==> src/rtl/ppm16_rx_pkg.sv <==
// Shared types and constants for the ppm16 receive-session controller.
package ppm16_rx_pkg;

    typedef enum logic [2:0] {
        StIdle,
        StStart,
        StSearch,
        StReceive,
        StDone,
        StFail
    } rx_state_t;

    // MSB-only pattern; the top takes its upper CHIP_BITS bits as the threshold reset value.
    localparam logic [31:0] ThrResetSeed = 32'h8000_0000;

    localparam int unsigned NibbleCntBits = 8;

endpackage

==> src/rtl/ppm16_rx_fifo.sv <==
// Byte FIFO between the nibble packer and the downstream consumer.
// The head entry is presented directly; the empty flag is registered.
module ppm16_rx_fifo #(
    parameter int unsigned DEPTH = 4
) (
    input  logic       clk,
    input  logic       resetn,
    input  logic       wr_en,
    input  logic [7:0] wr_data,
    input  logic       rd_en,
    output logic [7:0] rd_data,
    output logic       full,
    output logic       empty
);

    localparam int unsigned AW = $clog2(DEPTH);

    logic [7:0]    mem_q [DEPTH];
    logic [AW-1:0] wr_ptr_q, rd_ptr_q;
    logic [AW:0]   cnt_q, cnt_d;
    logic          empty_q;
    logic          do_wr, do_rd;

    assign full    = (cnt_q == (AW+1)'(DEPTH));
    assign do_rd   = rd_en && (cnt_q != '0);
    // A simultaneous read frees the slot, so a write into a full FIFO is still accepted.
    assign do_wr   = wr_en && (!full || do_rd);
    assign rd_data = mem_q[rd_ptr_q];
    assign empty   = empty_q;

    always_comb begin
        cnt_d = cnt_q;
        if (do_wr && !do_rd) begin
            cnt_d = cnt_q + (AW+1)'(1);
        end else if (do_rd && !do_wr) begin
            cnt_d = cnt_q - (AW+1)'(1);
        end
    end

    always_ff @(posedge clk or negedge resetn) begin
        if (!resetn) begin
            for (int i = 0; i < int'(DEPTH); i++) begin
                mem_q[i] <= 8'h00;
            end
            wr_ptr_q <= '0;
            rd_ptr_q <= '0;
            cnt_q    <= '0;
            empty_q  <= 1'b1;
        end else begin
            if (do_wr) begin
                mem_q[wr_ptr_q] <= wr_data;
                wr_ptr_q        <= wr_ptr_q + AW'(1);
            end
            if (do_rd) begin
                rd_ptr_q <= rd_ptr_q + AW'(1);
            end
            cnt_q   <= cnt_d;
            empty_q <= (cnt_d == '0);
        end
    end

endmodule

==> src/rtl/ppm16_rx_ctrl.sv <==
// Receive-session controller for ppm16_demod: arms the demod, retries with a lowered
// threshold on search timeout, packs nibbles into bytes and queues them in a FIFO.
module ppm16_rx_ctrl #(
    parameter int unsigned CHIP_BITS    = 4,
    parameter int unsigned TIMEOUT_BITS = 16,
    parameter int unsigned MAX_RETRIES  = 3,
    parameter int unsigned FIFO_DEPTH   = 4
) (
    input  logic                    clk,
    input  logic                    resetn,
    input  logic                    enable,
    input  logic [CHIP_BITS-1:0]    threshold_init,
    input  logic [CHIP_BITS-1:0]    threshold_min,
    input  logic [TIMEOUT_BITS-1:0] timeout_cycles,
    input  logic [7:0]              expected_nibbles,
    output logic                    demod_rx_start,
    output logic [CHIP_BITS-1:0]    demod_corr_threshold,
    input  logic                    demod_packet_detected,
    input  logic                    demod_dout_valid,
    input  logic [3:0]              demod_dout,
    output logic [7:0]              byte_data,
    output logic                    byte_valid,
    input  logic                    byte_ready,
    output logic                    busy,
    output logic                    pkt_done,
    output logic                    pkt_timeout,
    output logic [1:0]              retries_used,
    output logic                    overflow
);

    import ppm16_rx_pkg::*;

    localparam logic [CHIP_BITS-1:0] ThrReset = ThrResetSeed[31 -: CHIP_BITS];

    rx_state_t                state_q;
    logic [TIMEOUT_BITS-1:0]  tmo_cnt_q;
    logic [NibbleCntBits-1:0] nib_cnt_q;
    logic [3:0]               hi_nib_q;
    logic                     wr_en_q;
    logic [7:0]               wr_data_q;
    logic                     fifo_full, fifo_empty, fifo_rd;
    logic                     tmo_hit, retry_ok, last_nib;

    assign tmo_hit  = (tmo_cnt_q == timeout_cycles - TIMEOUT_BITS'(1));
    assign retry_ok = (demod_corr_threshold > threshold_min) &&
                      (32'(retries_used) < MAX_RETRIES);
    assign last_nib = ((nib_cnt_q + NibbleCntBits'(1)) == expected_nibbles);

    assign byte_valid = !fifo_empty;
    assign fifo_rd    = byte_valid && byte_ready;

    always_ff @(posedge clk or negedge resetn) begin
        if (!resetn) begin
            state_q              <= StIdle;
            tmo_cnt_q            <= '0;
            nib_cnt_q            <= '0;
            hi_nib_q             <= 4'h0;
            wr_en_q              <= 1'b0;
            wr_data_q            <= 8'h00;
            demod_rx_start       <= 1'b0;
            demod_corr_threshold <= ThrReset;
            busy                 <= 1'b0;
            pkt_done             <= 1'b0;
            pkt_timeout          <= 1'b0;
            retries_used         <= 2'd0;
            overflow             <= 1'b0;
        end else begin
            wr_en_q        <= 1'b0;
            demod_rx_start <= 1'b0;
            pkt_done       <= 1'b0;
            pkt_timeout    <= 1'b0;
            if (state_q != StIdle && !enable) begin
                state_q <= StIdle;
                busy    <= 1'b0;
            end else begin
                case (state_q)
                    StIdle: begin
                        if (enable) begin
                            state_q              <= StStart;
                            demod_corr_threshold <= threshold_init;
                            retries_used         <= 2'd0;
                            nib_cnt_q            <= '0;
                            hi_nib_q             <= 4'h0;
                            overflow             <= 1'b0;
                            demod_rx_start       <= 1'b1;
                            busy                 <= 1'b1;
                        end
                    end
                    StStart: begin
                        tmo_cnt_q <= '0;
                        state_q   <= StSearch;
                    end
                    StSearch: begin
                        if (demod_packet_detected) begin
                            tmo_cnt_q <= '0;
                            if (expected_nibbles == 8'd0) begin
                                state_q  <= StDone;
                                pkt_done <= 1'b1;
                            end else begin
                                state_q <= StReceive;
                            end
                        end else if (tmo_hit) begin
                            if (retry_ok) begin
                                demod_corr_threshold <= demod_corr_threshold - CHIP_BITS'(1);
                                retries_used         <= retries_used + 2'd1;
                                demod_rx_start       <= 1'b1;
                                state_q              <= StStart;
                            end else begin
                                pkt_timeout <= 1'b1;
                                state_q     <= StFail;
                            end
                        end else begin
                            tmo_cnt_q <= tmo_cnt_q + TIMEOUT_BITS'(1);
                        end
                    end
                    StReceive: begin
                        if (demod_dout_valid) begin
                            tmo_cnt_q <= '0;
                            nib_cnt_q <= nib_cnt_q + NibbleCntBits'(1);
                            if (!nib_cnt_q[0]) begin
                                hi_nib_q <= demod_dout;
                            end else begin
                                wr_en_q   <= 1'b1;
                                wr_data_q <= {hi_nib_q, demod_dout};
                            end
                            if (last_nib) begin
                                state_q  <= StDone;
                                pkt_done <= 1'b1;
                                // Odd-length payload: flush the lone nibble as a high half.
                                if (!nib_cnt_q[0]) begin
                                    wr_en_q   <= 1'b1;
                                    wr_data_q <= {demod_dout, 4'h0};
                                end
                            end
                        end else if (tmo_hit) begin
                            pkt_timeout <= 1'b1;
                            state_q     <= StFail;
                        end else begin
                            tmo_cnt_q <= tmo_cnt_q + TIMEOUT_BITS'(1);
                        end
                    end
                    StDone, StFail: begin
                        state_q <= StIdle;
                        busy    <= 1'b0;
                    end
                    default: begin
                        state_q <= StIdle;
                        busy    <= 1'b0;
                    end
                endcase
            end
            // A dropped byte must stay visible even if a new session is armed on this edge.
            if (wr_en_q && fifo_full && !fifo_rd) begin
                overflow <= 1'b1;
            end
        end
    end

    ppm16_rx_fifo #(
        .DEPTH(FIFO_DEPTH)
    ) u_fifo (
        .clk    (clk),
        .resetn (resetn),
        .wr_en  (wr_en_q),
        .wr_data(wr_data_q),
        .rd_en  (fifo_rd),
        .rd_data(byte_data),
        .full   (fifo_full),
        .empty  (fifo_empty)
    );

endmodule
==> config.mk <==
export PLATFORM = sky130hd
export DESIGN_NAME = ppm16_rx_ctrl
export DESIGN_NICKNAME = d
export VERILOG_FILES = /design/src/rtl/ppm16_rx_pkg.sv /design/src/rtl/ppm16_rx_fifo.sv /design/src/rtl/ppm16_rx_ctrl.sv
export SDC_FILE = /design/constraint.sdc
export NUM_CORES = 1
export LEC_CHECK = 0
export BUFFER_PORTS_ARGS = -buffer_cell sky130_fd_sc_hd__buf_2
export CELL_PAD_IN_SITES_DETAIL_PLACEMENT = 1
export CELL_PAD_IN_SITES_GLOBAL_PLACEMENT = 2
export CORE_UTILIZATION = 37
export DETAILED_ROUTE_END_ITERATION = 12
export MAX_ROUTING_LAYER = met4
export PLACE_DENSITY_LB_ADDON = 0.2
export SYNTH_ARGS = -nofsm -noshare
export SYNTH_HDL_FRONTEND = slang
export SYNTH_HIERARCHICAL = 1
export SYNTH_SLANG_ARGS = --single-unit
export TNS_END_PERCENT = 5
==> constraint.sdc <==
create_clock -name clk -period 2.9 [get_ports clk]
set_input_delay 0 -clock clk [delete_from_list [all_inputs] [get_ports clk]]
set_output_delay 0 -clock clk [all_outputs]
set_load 0.01 [all_outputs]
==> metrics.md <==
| Metric | Value |
|---|---|
| Status | `finished clean` |
| FF/Latch Area | `2280 µm²` |
| Synth Instances | `557` |
| Nets | `691` |
| Via/cell ratio | `5.61` |
| Main area contributors after synthesis | `dfrtp_1 (39%), mux2_4 (7.6%), xnor2_1 (4.0%)` |
| Antenna viol nets, final | `0` |
| Port Buf Inserts | `61` |
| Hold slack final | `0.0228 ns` |
| Fin crit share | `0.899` |
| Sequential share of power | `0.415` |
| WL final | `15.3 mm` |
| Power density over cell area | `580 nW/µm²` |
| Cell Count, Final, Fillers Out | `827` |
| Switching power | `1.36 mW` |
| Async SR Flop Fraction | `1.00` |
| Max Buffers Root-to-Sink | `2` |
| Synth cell types | `77` |
| Post-synth top area cell | `dfrtp_1` |
| Sw Share | `0.349` |
| Core Region | `15200 µm²` |
| Slew margin rel. | `0.408` |
| Pint | `2.54 mW` |
| Fraction of layout instances using a drive strength above 1 | `0.257` |
| Fmax | `384 MHz` |
| Root Driver | `clkbuf_16` |
| Primary FF master, synth | `dfrtp_1` |
| Leakage | `3.13 nW` |
| CTS tree | `built` |
| Worst r2r src | `tmo_cnt_q[6]$_DFFE_PN0P_` |
| Most frequent cell after synthesis | `dfrtp_1` |
| Dpl cells | `801` |
| Syn_area_per_cell | `10.3 µm²` |
| Skew final | `between 0.01 and 0.015 ns` |
| CTS buffer count | `9` |
| Clk sinks | `between 90 and 100` |
| Gr usage total | `0.211` |
| Clk pin slew, worst setup/hold paths | `about 0.07 ns` |
| Die width | `127 µm` |
| Iteration-0 DRC Markers | `180` |
| Post-DR wirelength/cell | `~19 µm` |
| WP data arrival | `~2.9 ns` |
| Critical register-to-register path endpoint | `retries_used[0]$_DFFE_PN0P_` |
| Vias in the first global route | `4829` |
| Chip height | `127 µm` |
| CP Capture Type | `flip-flop` |
| Min-delay src | `threshold_init[1]` |
| Top cell types by occurrence after synthesis | `dfrtp_1 (89), nand2_1 (40), nor2_1 (31)` |
| Hold Path Cell Cnt | `5` |
| Fin Setup TNS | `0 ns` |
| Initial antenna violation count | `1` |
| Max cap viols | `0` |
| Slew @ Worst Pin | `0.883 ns` |
| DR pass1 iterations | `4` |
| Count of state elements after synthesis | `91` |
| Worst hold path type | `input pin to flip-flop` |
| Syn-to-layout area delta | `17.0%` |
| Synth top area share | `0.388` |
| Row Count | `45` |
| Synthesized net count | `615` |
| RSZ-0062 raised after global routing | `no` |
| Sequential share of the synthesized area | `0.397` |
| Initial Util | `0.378` |
| Warnings from Yosys | `6` |
| Full die area | `16000 µm²` |
| Hpwl dp | `about 11 mm` |
| First-pass GRT wire length | `25.5 mm` |
| Peak supply drop | `0.356 mV` |
| FF-to-FF path depth | `9` |
| Hold Path Sink | `demod_corr_threshold[1]$_DFFE_PN0P_` |
| Vias | `~4600` |
| DRC | `0` |
| Tmin final | `2.61 ns` |
| Post-Syn Area | `5740 µm²` |
| Largest net degree at the start of global routing | `56` |
| Worst reg2reg setup slack | `0.29 ns` |
| Final hold vios | `0` |
| Setup CP Type | `flip-flop to flip-flop` |
| Gp weighted congestion | `0.877` |
| Combinational share of power | `0.273` |
| CP required | `3.14 ns` |
| Final setup viols | `0` |
| Worst skew pair latency | `~0.36 ns` |
| Post-synth EDFFs | `0` |
| Clk pwr share | `0.312` |
| H-tree Lvls | `3` |
| Postcts setup bufs | `0` |
| CP max FO | `9` |
| Fillers | `1700` |
| Max Slew Vio Count | `0` |
| CP startpoint kind | `flip-flop` |
| GRT overflow | `0` |
| Multi-input gate area | `3240 µm²` |
| Num ports | `62` |
critical path, cell delays in order, from the launching register on:
cell	delay, ns
dfrtp_1	0.45
xor2_1	0.20
a21o_1	0.16
a221oi_1	0.31
nand4b_1	0.19
nor4_4	0.30
buf_4	0.23
a41o_2	0.21
and2_4	0.14
mux2_4	0.29
power groups by stage:
stage | logic [mW] | registers [mW] | clock network (mW)
finish | 1.06 | 1.62 | 1.22
global route | 1.19 | 1.64 | 1.30
CTS | 1.08 | 1.62 | 1.26
detailed placement | 1.06 | 1.65 | 0
global placement | 1.04 | 1.64 | 0
floorplan | 0.784 | 1.52 | 0
cell families after synthesis:
family | synth area share
simple gates | 0.193
compound gates | 0.154
flops | 0.397
buf+inv | 0.0383
mux | 0.122
xor+xnor | 0.0603
fa+ha+maj | 0.0349
how the worst max path moves through the flow:
| stage | start | to | slack [ns] |
|---|---|---|---|
| finish | tmo_cnt_q[6]$_DFFE_PN0P_ | retries_used[0]$_DFFE_PN0P_ | 0.29 |
| global placement | timeout_cycles[1] | retries_used[0]$_DFFE_PN0P_ | 0.12 |
| floorplan | timeout_cycles[3] | retries_used[0]$_DFFE_PN0P_ | 0.06 |
| detailed placement | timeout_cycles[3] | tmo_cnt_q[14]$_DFFE_PN0P_ | 0.05 |
| CTS | tmo_cnt_q[6]$_DFFE_PN0P_ | retries_used[0]$_DFFE_PN0P_ | 0.25 |
| global route | tmo_cnt_q[5]$_DFFE_PN0P_ | tmo_cnt_q[3]$_DFFE_PN0P_ | 0.07 |
placed cells by master, fill, tap and decap left out, drive strengths merged, types with 10 or more instances in the layout:
cell / count
o21ai: 28
nor3: 12
clkbuf: 10
buf: 84
nand2: 45
nor2: 31
xor2: 11
mux2: 34
inv: 26
nand3: 26
dfrtp: 89
a31oi: 10
xnor2: 26
and3: 10
nand4: 10
nor4: 10
a21oi: 19
a21o: 10
ha: 16
nor2b: 10
stage by stage:
step	total power [mW]	util	setup slack, ns	cell area [µm²]
3_5_place_dp	2.71	0.416	0.0473	6320
5_1_grt	4.13	0.442	0.0677	6720
6_report	3.90	0.442	0.294	6720
4_1_cts	3.96	0.442	0.251	6720
2_1_floorplan	2.31	-	0.0624	5740
3_3_place_gp	2.68	0.416	0.115	6320
flip-flops by register name, summed over array words and instances (netlist names), named ones only:
name                  flops
u_fifo/mem_q             32
tmo_cnt_q                16
nib_cnt_q                 8
wr_data_q                 5
demod_corr_threshold      4
hi_nib_q                  4
state_q                   3
u_fifo/cnt_q              3
retries_used              2
u_fifo/rd_ptr_q           2
u_fifo/wr_ptr_q           2
busy                      1
demod_rx_start            1
overflow                  1
pkt_done                  1
pkt_timeout               1
u_fifo/empty              1
wr_en_q                   1
per-layer routing:
layer	track usage	wire (µm)
met1	0.265	7170
met2	0.343	7430
met3	0.0346	369
met4	0.0787	346
met5	-	0
area by class of cell:
| cell class | instances | area share |
|---|---|---|
| clock inverters | 6 | 0.0106 |
| flip-flops and latches | 91 | 0.339 |
| well taps | 188 | 0.0350 |
| diodes | 1 | 0.000373 |
| multi-input cells | 415 | 0.483 |
| inverters | 23 | 0.0129 |
| clock buffers | 10 | 0.0341 |
| repair buffers | 93 | 0.0849 |
what timing repair did:
item                      in CTS  in global routing
gates resized for setup        0                  0
hold buffers                   9                  0
hold endpoints to repair      68                  0
Note: power is estimated with default switching activity, not from simulation.
